**src/rtl/seq_gen_pkg.sv**
```systemverilog
// Shared types and constants for the programmable sequence generator:
// state encoding, mode encoding and the power-up sequence table contents.
`default_nettype none

package seq_gen_pkg;

    typedef enum logic [1:0] {
        IDLE = 2'd0,
        RUN  = 2'd1,
        DONE = 2'd2
    } state_t;

    localparam logic MODE_LOOP    = 1'b0;
    localparam logic MODE_ONESHOT = 1'b1;

    localparam int unsigned DEFAULT_LEN = 6;
    localparam int unsigned DEFAULT_SEQ [DEFAULT_LEN] = '{0, 8, 5, 3, 7, 2};

    // Entries beyond the default sequence power up as zero.
    function automatic int unsigned default_entry(input int unsigned i);
        if (i < DEFAULT_LEN) begin
            return DEFAULT_SEQ[i];
        end
        return 0;
    endfunction

endpackage

`default_nettype wire

```
**src/rtl/t_ff_bank.sv**
```systemverilog
// Output register built from toggle flip-flops; toggling the bits where the
// current value differs from target makes a load behave like a D register.
`default_nettype none

module t_ff_bank #(
    parameter int WIDTH = 4
) (
    input  logic             clock,
    input  logic             reset,
    input  logic             load,
    input  logic [WIDTH-1:0] target,
    output logic [WIDTH-1:0] q
);

    logic [WIDTH-1:0] q_q;
    logic [WIDTH-1:0] toggle;

    assign toggle = load ? (q_q ^ target) : '0;

    always_ff @(posedge clock or posedge reset) begin
        if (reset) begin
            q_q <= '0;
        end else begin
            q_q <= q_q ^ toggle;
        end
    end

    assign q = q_q;

endmodule

`default_nettype wire

```
**src/rtl/seq_gen_prog.sv**
```systemverilog
// Programmable sequence generator: steps Yt through a rewritable table with
// variable length, loop/one-shot mode, enable/hold and start/stop control.
`default_nettype none

module seq_gen_prog
    import seq_gen_pkg::*;
#(
    parameter  int WIDTH = 4,
    parameter  int DEPTH = 8,
    localparam int AW    = $clog2(DEPTH)
) (
    input  logic             clock,
    input  logic             reset,
    input  logic             en,
    input  logic             mode,
    input  logic             start,
    input  logic             stop,
    input  logic [AW:0]      len,
    input  logic             wr_en,
    input  logic [AW-1:0]    wr_addr,
    input  logic [WIDTH-1:0] wr_data,
    output logic [WIDTH-1:0] Yt,
    output logic [WIDTH-1:0] Yt1,
    output logic [AW-1:0]    idx,
    output logic             busy,
    output logic             done
);

    localparam int RST_LEN = (int'(DEFAULT_LEN) > DEPTH) ? DEPTH : int'(DEFAULT_LEN);

    state_t           state_q, state_d;
    logic [AW-1:0]    idx_q, idx_d;
    logic [AW:0]      len_q, len_d;
    logic             mode_q, mode_d;
    logic             busy_q, done_q;
    logic [WIDTH-1:0] table_q [DEPTH];

    logic             last_entry;
    logic [AW-1:0]    next_idx;
    logic [WIDTH-1:0] preview;
    logic             load;
    logic [WIDTH-1:0] target;
    logic             addr_ok;

    function automatic logic [AW:0] clamp_len(input logic [AW:0] l);
        if (l == '0) begin
            return (AW+1)'(1);
        end else if (int'(l) > DEPTH) begin
            return (AW+1)'(DEPTH);
        end
        return l;
    endfunction

    assign last_entry = ({1'b0, idx_q} == (len_q - (AW+1)'(1)));
    assign next_idx   = last_entry ? '0 : (idx_q + AW'(1));

    // A one-shot run parked on its last entry has nowhere to go, so preview it.
    assign preview = (last_entry && (mode_q == MODE_ONESHOT)) ? table_q[idx_q]
                                                              : table_q[next_idx];

    always_comb begin
        state_d = state_q;
        idx_d   = idx_q;
        len_d   = len_q;
        mode_d  = mode_q;
        load    = 1'b0;
        target  = table_q[0];

        if (stop) begin
            state_d = IDLE;
        end else if (start) begin
            len_d   = clamp_len(len);
            mode_d  = mode;
            idx_d   = '0;
            load    = 1'b1;
            target  = table_q[0];
            state_d = RUN;
        end else if ((state_q == RUN) && en) begin
            if (last_entry && (mode_q == MODE_ONESHOT)) begin
                state_d = DONE;
            end else begin
                idx_d  = next_idx;
                load   = 1'b1;
                target = table_q[next_idx];
            end
        end
    end

    always_ff @(posedge clock or posedge reset) begin
        if (reset) begin
            state_q <= IDLE;
            idx_q   <= '0;
            len_q   <= (AW+1)'(RST_LEN);
            mode_q  <= MODE_LOOP;
            busy_q  <= 1'b0;
            done_q  <= 1'b0;
        end else begin
            state_q <= state_d;
            idx_q   <= idx_d;
            len_q   <= len_d;
            mode_q  <= mode_d;
            busy_q  <= (state_d == RUN);
            done_q  <= (state_d == DONE);
        end
    end

    assign addr_ok = (int'(wr_addr) < DEPTH);

    // Reads above see the pre-write contents, giving read-before-write.
    always_ff @(posedge clock or posedge reset) begin
        if (reset) begin
            for (int i = 0; i < DEPTH; i++) begin
                table_q[i] <= WIDTH'(default_entry(i));
            end
        end else if (wr_en && addr_ok) begin
            table_q[wr_addr] <= wr_data;
        end
    end

    t_ff_bank #(
        .WIDTH (WIDTH)
    ) u_out (
        .clock  (clock),
        .reset  (reset),
        .load   (load),
        .target (target),
        .q      (Yt)
    );

    assign Yt1  = (state_q == RUN) ? preview : table_q[0];
    assign idx  = idx_q;
    assign busy = busy_q;
    assign done = done_q;

endmodule

`default_nettype wire

```
**config.mk**
```make
export PLATFORM = sky130hd
export DESIGN_NAME = seq_gen_prog
export DESIGN_NICKNAME = d
export VERILOG_FILES = /design/src/rtl/seq_gen_pkg.sv /design/src/rtl/t_ff_bank.sv /design/src/rtl/seq_gen_prog.sv
export SDC_FILE = /design/constraint.sdc
export NUM_CORES = 1
export LEC_CHECK = 0
export CORE_MARGIN = 1.5
export CORE_UTILIZATION = 45
export DETAILED_ROUTE_END_ITERATION = 10
export PLACE_DENSITY = 0.77
export SYNTH_ARGS = -nofsm -noshare
export SYNTH_HDL_FRONTEND = slang
export SYNTH_SLANG_ARGS = --single-unit
```
**constraint.sdc**
```tcl
create_clock -name clock -period 4.4 [get_ports clock]
set_clock_uncertainty 0.2 [all_clocks]
set_input_delay 0.88 -clock clock [delete_from_list [all_inputs] [get_ports clock]]
set_output_delay 0.88 -clock clock [all_outputs]
set_load 0.05 [all_outputs]
```
==> metrics.txt, run 1 <==
status completed; logic gate share of total power 0.383; mapped cell area around 2900 sq um; number of synthesized flops with an enable pin 0; post_cts resized 0; CP required 3.32 ns; Area Overhead vs Synth 16.14%; Sw Pwr 494.7 uW; layout cell share with drive strength beyond 1 0.2602; YS warnings 0; Sw Ratio 0.3518; Yosys top cell by area dfrtp_1; most common cell in the netlist dfrtp_1; Startpoint Class flop; top-area cell type share of the netlist area 0.3227; top post-synthesis cells by count dfrtp_1 (37), mux2_2 (33), nand2_1 (23); Reg2Reg Depth 6; grt ovf 0; Synth Instances 240; CTS Sinks 48; final antenna-violating net count 0; worst setup path endpoint Yt1[2]; Min Hold Slack 0.2952 ns; sum of negative setup slack 0 ns; GRT Total Usage 0.1870; reg-to-reg startpoint idx[2]; share of power burned in registers 0.436; ys flop type dfrtp_1; HPWL after detailed placement 4.487 mm; # port buffers 30; met3 GRT Util 0.03678; drt pass-1 iters 4; storage element area 1215 sq um; initial antenna violation count 0; Die H 82.85 microns; Die ar. around 7000 sq um; die width 82.85 microns; WP data arrival between 3 and 4 ns; Placer Congestion between 0.8 and 0.9; Synth Area per Inst 11.95 sq um; top post-synthesis cells by area dfrtp_1 (32%), mux2_2 (13%), dfstp_2 (10%); final WL 6.193 mm; number of global-route vias before repair 2070; final worst path period share 0.9314; fill cell count 526; clock share of power 0.182; Synth Net Count between 200 and 300; GR peak layer met2; largest net degree at the start of global routing 49; core box area 6026 sq um; total CTS buffers 5; PnR Total Power 1.406 mW; # diodes 0; crit end category output pin; crit path from idx[2]; nets@finish 289; Seq/Total Area, Yosys 0.4235; unrepaired setup endpoints after global routing no; Pint 911.7 uW; htree depth 2; MaxCap Viol Count 0; Critical Path Fanout Max 12; routing usage on met2 0.3112; CTS tree done; I/O pin cnt 31; Power Density 422.1 nW/um^2; max-slew violations 0; crit path kind flop to output pin; maximum vdd drop 0.2242 mV; Multi-input gate area 1564 sq um; endpoints failing setup 0; setup bufs post-CTS 0; Initial Util 0.4761; worst min path class flop to flop; Static Leak 1.363 nW; Clock Path Buffers 2; fmax 0.2440 GHz; FP Rows 28; final cell count without fillers between 300 and 400; hold buffers post-CTS 0; Via density around 6; Yosys cell types 51; R2R setup slack 1.60 ns; clk slew on worst S/H paths 0.09 ns; wire per inst 18.00 microns; root buf cell clkbuf_8; met1 Use GR 0.2528; Synth Register Bits 48; Post-synth ARST share 1.000; Iteration-0 DRC Markers 186; Slew @ Worst Pin a little under 1 ns; post-route DRC violation count 0; post-route core utilization 0.5529; first-pass GRT wire length 10.35 mm; vias post-DR 2057; Slew headroom 0.3399; clk_lat worst skew around 0.3 ns; clock period minus worst slack between 4 and 5 ns; final hold violation count 0; Placed Instances 337
==> state kept, by name, summed over array words and instances (netlist names), named ones only <==
register  cells
busy          1
done          1
idx           3
len_q         4
mode_q        1
state_q       2
table_q      32
==> layout by cell type, fill, tap and decap left out, types with 2 or more instances in the layout <==
cell type | netlist | final
a211oi_1 | 2 | 2
a21o_1 | 2 | 2
a21oi_1 | 11 | 11
a221o_1 | 2 | 2
a22oi_1 | 2 | 2
a31oi_1 | 4 | 4
buf_12 | 0 | 4
buf_4 | 1 | 2
clkbuf_8 | 0 | 5
clkdlybuf4s50_1 | 0 | 26
dfrtp_1 | 37 | 37
dfstp_2 | 11 | 11
ha_1 | 2 | 2
inv_1 | 6 | 5
mux2_2 | 33 | 33
mux2i_1 | 13 | 13
mux4_1 | 8 | 8
mux4_2 | 3 | 3
nand2_1 | 23 | 23
nand2b_1 | 3 | 3
nand3b_1 | 4 | 4
nand4b_1 | 3 | 3
nor2_1 | 9 | 9
nor2b_1 | 5 | 5
nor3_1 | 5 | 5
nor3b_1 | 2 | 2
o211ai_1 | 7 | 7
o21a_1 | 2 | 2
o21ai_0 | 6 | 6
o21ai_1 | 2 | 2
o32a_1 | 2 | 2
xor2_1 | 2 | 2
==> per-stage QoR <==
step | setup WS, ns | area (sq um)
3_3_place_gp | 0.7768 | 3251
4_1_cts | 0.3142 | 3332
3_5_place_dp | 0.6545 | 3251
6_report | 0.3018 | 3332
2_1_floorplan | 0.7553 | 2869
5_1_grt | 0.1002 | 3332
==> critical path, cell delays in order (launching register included) <==
cell	delay, ns
dfrtp_1	0.73
xor3_1	0.54
o22ai_2	0.36
nand2_1	0.29
o211a_1	0.18
a31oi_1	0.22
a221o_1	0.24
buf_12	0.15
==> metal layers <==
| layer | vias up | wire length, microns | part of all wire |
|---|---|---|---|
| li1 | 967 | - | - |
| met1 | 1028 | 2824 | 0.46 |
| met2 | 54 | 3079 | 0.50 |
| met3 | 8 | 229 | 0.037 |
| met4 | 0 | 60 | 0.0097 |
| met5 | - | 0 | 0 |
==> power groups by stage <==
stage | registers (mW) | clock network [mW] | logic, mW
2_1_floorplan | 0.635 | 0 | 0.347
3_3_place_gp | 0.613 | 0 | 0.528
3_5_place_dp | 0.619 | 0 | 0.536
4_1_cts | 0.611 | 0.263 | 0.540
5_1_grt | 0.624 | 0.283 | 0.575
6_report | 0.613 | 0.256 | 0.538
==> how the worst min path moves through the flow <==
stage | from | endpoint | slack, ns | depth (start not counted)
finish | len_q[2] | len_q[2] | 0.30 | 2
CTS | len_q[2] | len_q[2] | 0.30 | 2
global route | len_q[2] | len_q[2] | 0.30 | 2
detailed placement | len_q[2] | len_q[2] | 0.27 | 2
global placement | len_q[2] | len_q[2] | 0.27 | 2
floorplan | len_q[2] | len_q[2] | 0.26 | 2
==> area by class of cell <==
| class | count | share of cell area |
|---|---|---|
| multi-input cells | 176 | 0.4694 |
| flip-flops and latches | 48 | 0.3646 |
| repair buffers | 32 | 0.1066 |
| well taps | 75 | 0.02816 |
| clock buffers | 5 | 0.02065 |
| inverters | 6 | 0.006759 |
| clock inverters | 2 | 0.003755 |
==> cell families (layout without fill, tap and decap cells) <==
family          Yosys count  after routing  share of synthesized area
mux                      57             57                     0.2717
compound gates           49             49                     0.1191
simple gates             62             62                     0.1130
fa+ha+maj                 2              2                   0.008721
flops                    48             48                     0.4235
xor+xnor                  6              6                    0.03271
buf+inv                  16             45                    0.03140
(Power assumes the default switching activity.)
==> inputs of run 2 (changes only) <==
--- a/config.mk
+++ b/config.mk
@@ -9,6 +9,7 @@
 export CORE_UTILIZATION = 45
 export DETAILED_ROUTE_END_ITERATION = 10
 export PLACE_DENSITY = 0.77
+export SLEW_MARGIN = 20
 export SYNTH_ARGS = -nofsm -noshare
 export SYNTH_HDL_FRONTEND = slang
 export SYNTH_SLANG_ARGS = --single-unit
==> metrics.txt, run 2 (synthesis gave the netlist of run 1 again) <==
status completed; final hold violation count 0 (unchanged); hold depth 2 (unchanged); Worst Hold End len_q[2]; R2R setup slack 1.60 ns (about the same); core box area 6026 sq um (unchanged); FP Rows 28 (unchanged); largest net degree at the start of global routing 49 (unchanged); Slew @ Worst Pin 0.8273 ns (-0.1614 ns); Startpoint Class flop; Power Density 421.6 nW/um^2 (-0.11%); post_cts resized 0 (unchanged); HPWL after detailed placement 4.487 mm (unchanged); WP data arrival 3.02 ns (about the same); hold buffers post-CTS 0 (unchanged); layout cell share with drive strength beyond 1 0.2602 (unchanged); # port buffers 30 (unchanged); Iteration-0 DRC Markers 186 (unchanged); drt pass-1 iters 4 (unchanged); # diodes 0 (unchanged); Die ar. 6863 sq um (unchanged); die width 82.85 microns (unchanged); Clock Path Buffers 2 (unchanged); first-pass GRT wire length 10.35 mm (unchanged); reg-to-reg startpoint idx[2]; CTS tree done; final antenna-violating net count 0 (unchanged); clk_lat worst skew 0.30 ns (about the same); post-route DRC violation count 0 (unchanged); crit path kind flop to output pin; final worst path period share 0.9308 (about the same); clock period minus worst slack 4.095 ns (-0.002903 ns); clk slew on worst S/H paths 0.09 ns (about the same); CP required 3.32 ns (about the same); unrepaired setup endpoints after global routing no; GRT Total Usage 0.1870 (unchanged); wire per inst 17.99 microns (about the same); MaxCap Viol Count 0 (unchanged); fmax 0.2442 GHz (about the same); Slew headroom 0.4484 (+0.1086); crit end category output pin; Initial Util 0.4761 (unchanged); Die H 82.85 microns (unchanged); total CTS buffers 5 (unchanged); grt ovf 0 (unchanged); post-route core utilization 0.5532 (about the same); nets@finish 289 (unchanged); hold_sp len_q[2]; max reg flops 32 (unchanged); vias post-DR 2049 (-0.39%); initial antenna violation count 0 (unchanged); I/O pin cnt 31 (unchanged); commonest non-fill, non-tap cells in the layout dfrtp_1 (37), mux2_2 (33), clkdlybuf4s50_1 (26), nand2_1 (23), mux2i_1 (13); htree depth 2 (unchanged); max-slew violations 0 (unchanged); Static Leak 1.362 nW (about the same); most common cell after layout, fill and taps aside dfrtp_1; worst min path class flop to flop; Via density 5.956 (-0.39%); root buf cell clkbuf_8; pre-CTS WS 0.6545 ns (unchanged); Critical Path Fanout Max 12 (unchanged); endpoints failing setup 0 (unchanged); Area Overhead vs Synth 16.18% (about the same); number of global-route vias before repair 2070 (unchanged); sum of negative setup slack 0 ns (unchanged); setup bufs post-CTS 0 (unchanged); CTS Sinks 48 (unchanged); Placer Congestion 0.8606 (unchanged); Reg with most FFs table_q; Reg2Reg Depth 6 (unchanged); final WL 6.190 mm (about the same); maximum vdd drop 0.2242 mV (about the same); Final Worst Setup Slack 0.3047 ns (+0.002903 ns)
-- run 2: through the flow --
step | cells | power [mW] | hold WS (ns) | area, sq um
after global placement | 337 | 1.141 | 0.2709 | 3251
final | 344 | 1.405 | 0.2952 | 3333
after global routing | 344 | 1.482 | 0.3016 | 3333
after detailed placement | 337 | 1.156 | 0.2743 | 3251
after CTS | 344 | 1.414 | 0.2954 | 3332
after floorplan | 240 | 0.9821 | 0.2566 | 2869
-- run 2: how the worst max path moves through the flow --
stage	start	to	depth (start not counted)
final	idx[2]	Yt1[2]	7
after global routing	idx[2]	Yt1[2]	7
after CTS	idx[2]	Yt1[2]	7
after detailed placement	idx[2]	Yt1[2]	7
after global placement	idx[2]	Yt1[2]	7
after floorplan	idx[1]	Yt1[3]	7
-- run 2: report_power, final --
group / switching, mW / total [mW] / internal (mW)
registers: 0.0733 / 0.613 / 0.539
clock network: 0.147 / 0.255 / 0.108
logic: 0.274 / 0.538 / 0.264
total: 0.494 / 1.41 / 0.912
-- run 2: critical path, cell delays in order (launching register included) --
cell and delay, ns:
dfrtp_1 0.73, xor3_1 0.54, o22ai_2 0.36, nand2_1 0.29
o211a_1 0.18, a31oi_1 0.22, a221o_1 0.24, buf_12 0.15
-- run 2: cell type report --
type	instances	area, sq um
multi-input cells	176	1564
clock inverters	2	12.51
repair buffers	32	355.3
flip-flops and latches	48	1215
well taps	75	93.84
inverters	6	23.77
clock buffers	5	68.82
fillers	525	2693
-- run 2: layer usage --
layer	vias up	routed length (microns)	global-route usage	part of all wire
met5	-	0	0	0
met4	0	60	0.04545	0.0097
met3	8	261	0.03678	0.042
met2	54	3079	0.3112	0.50
met1	1020	2789	0.2528	0.45
li1	967	-	-	-
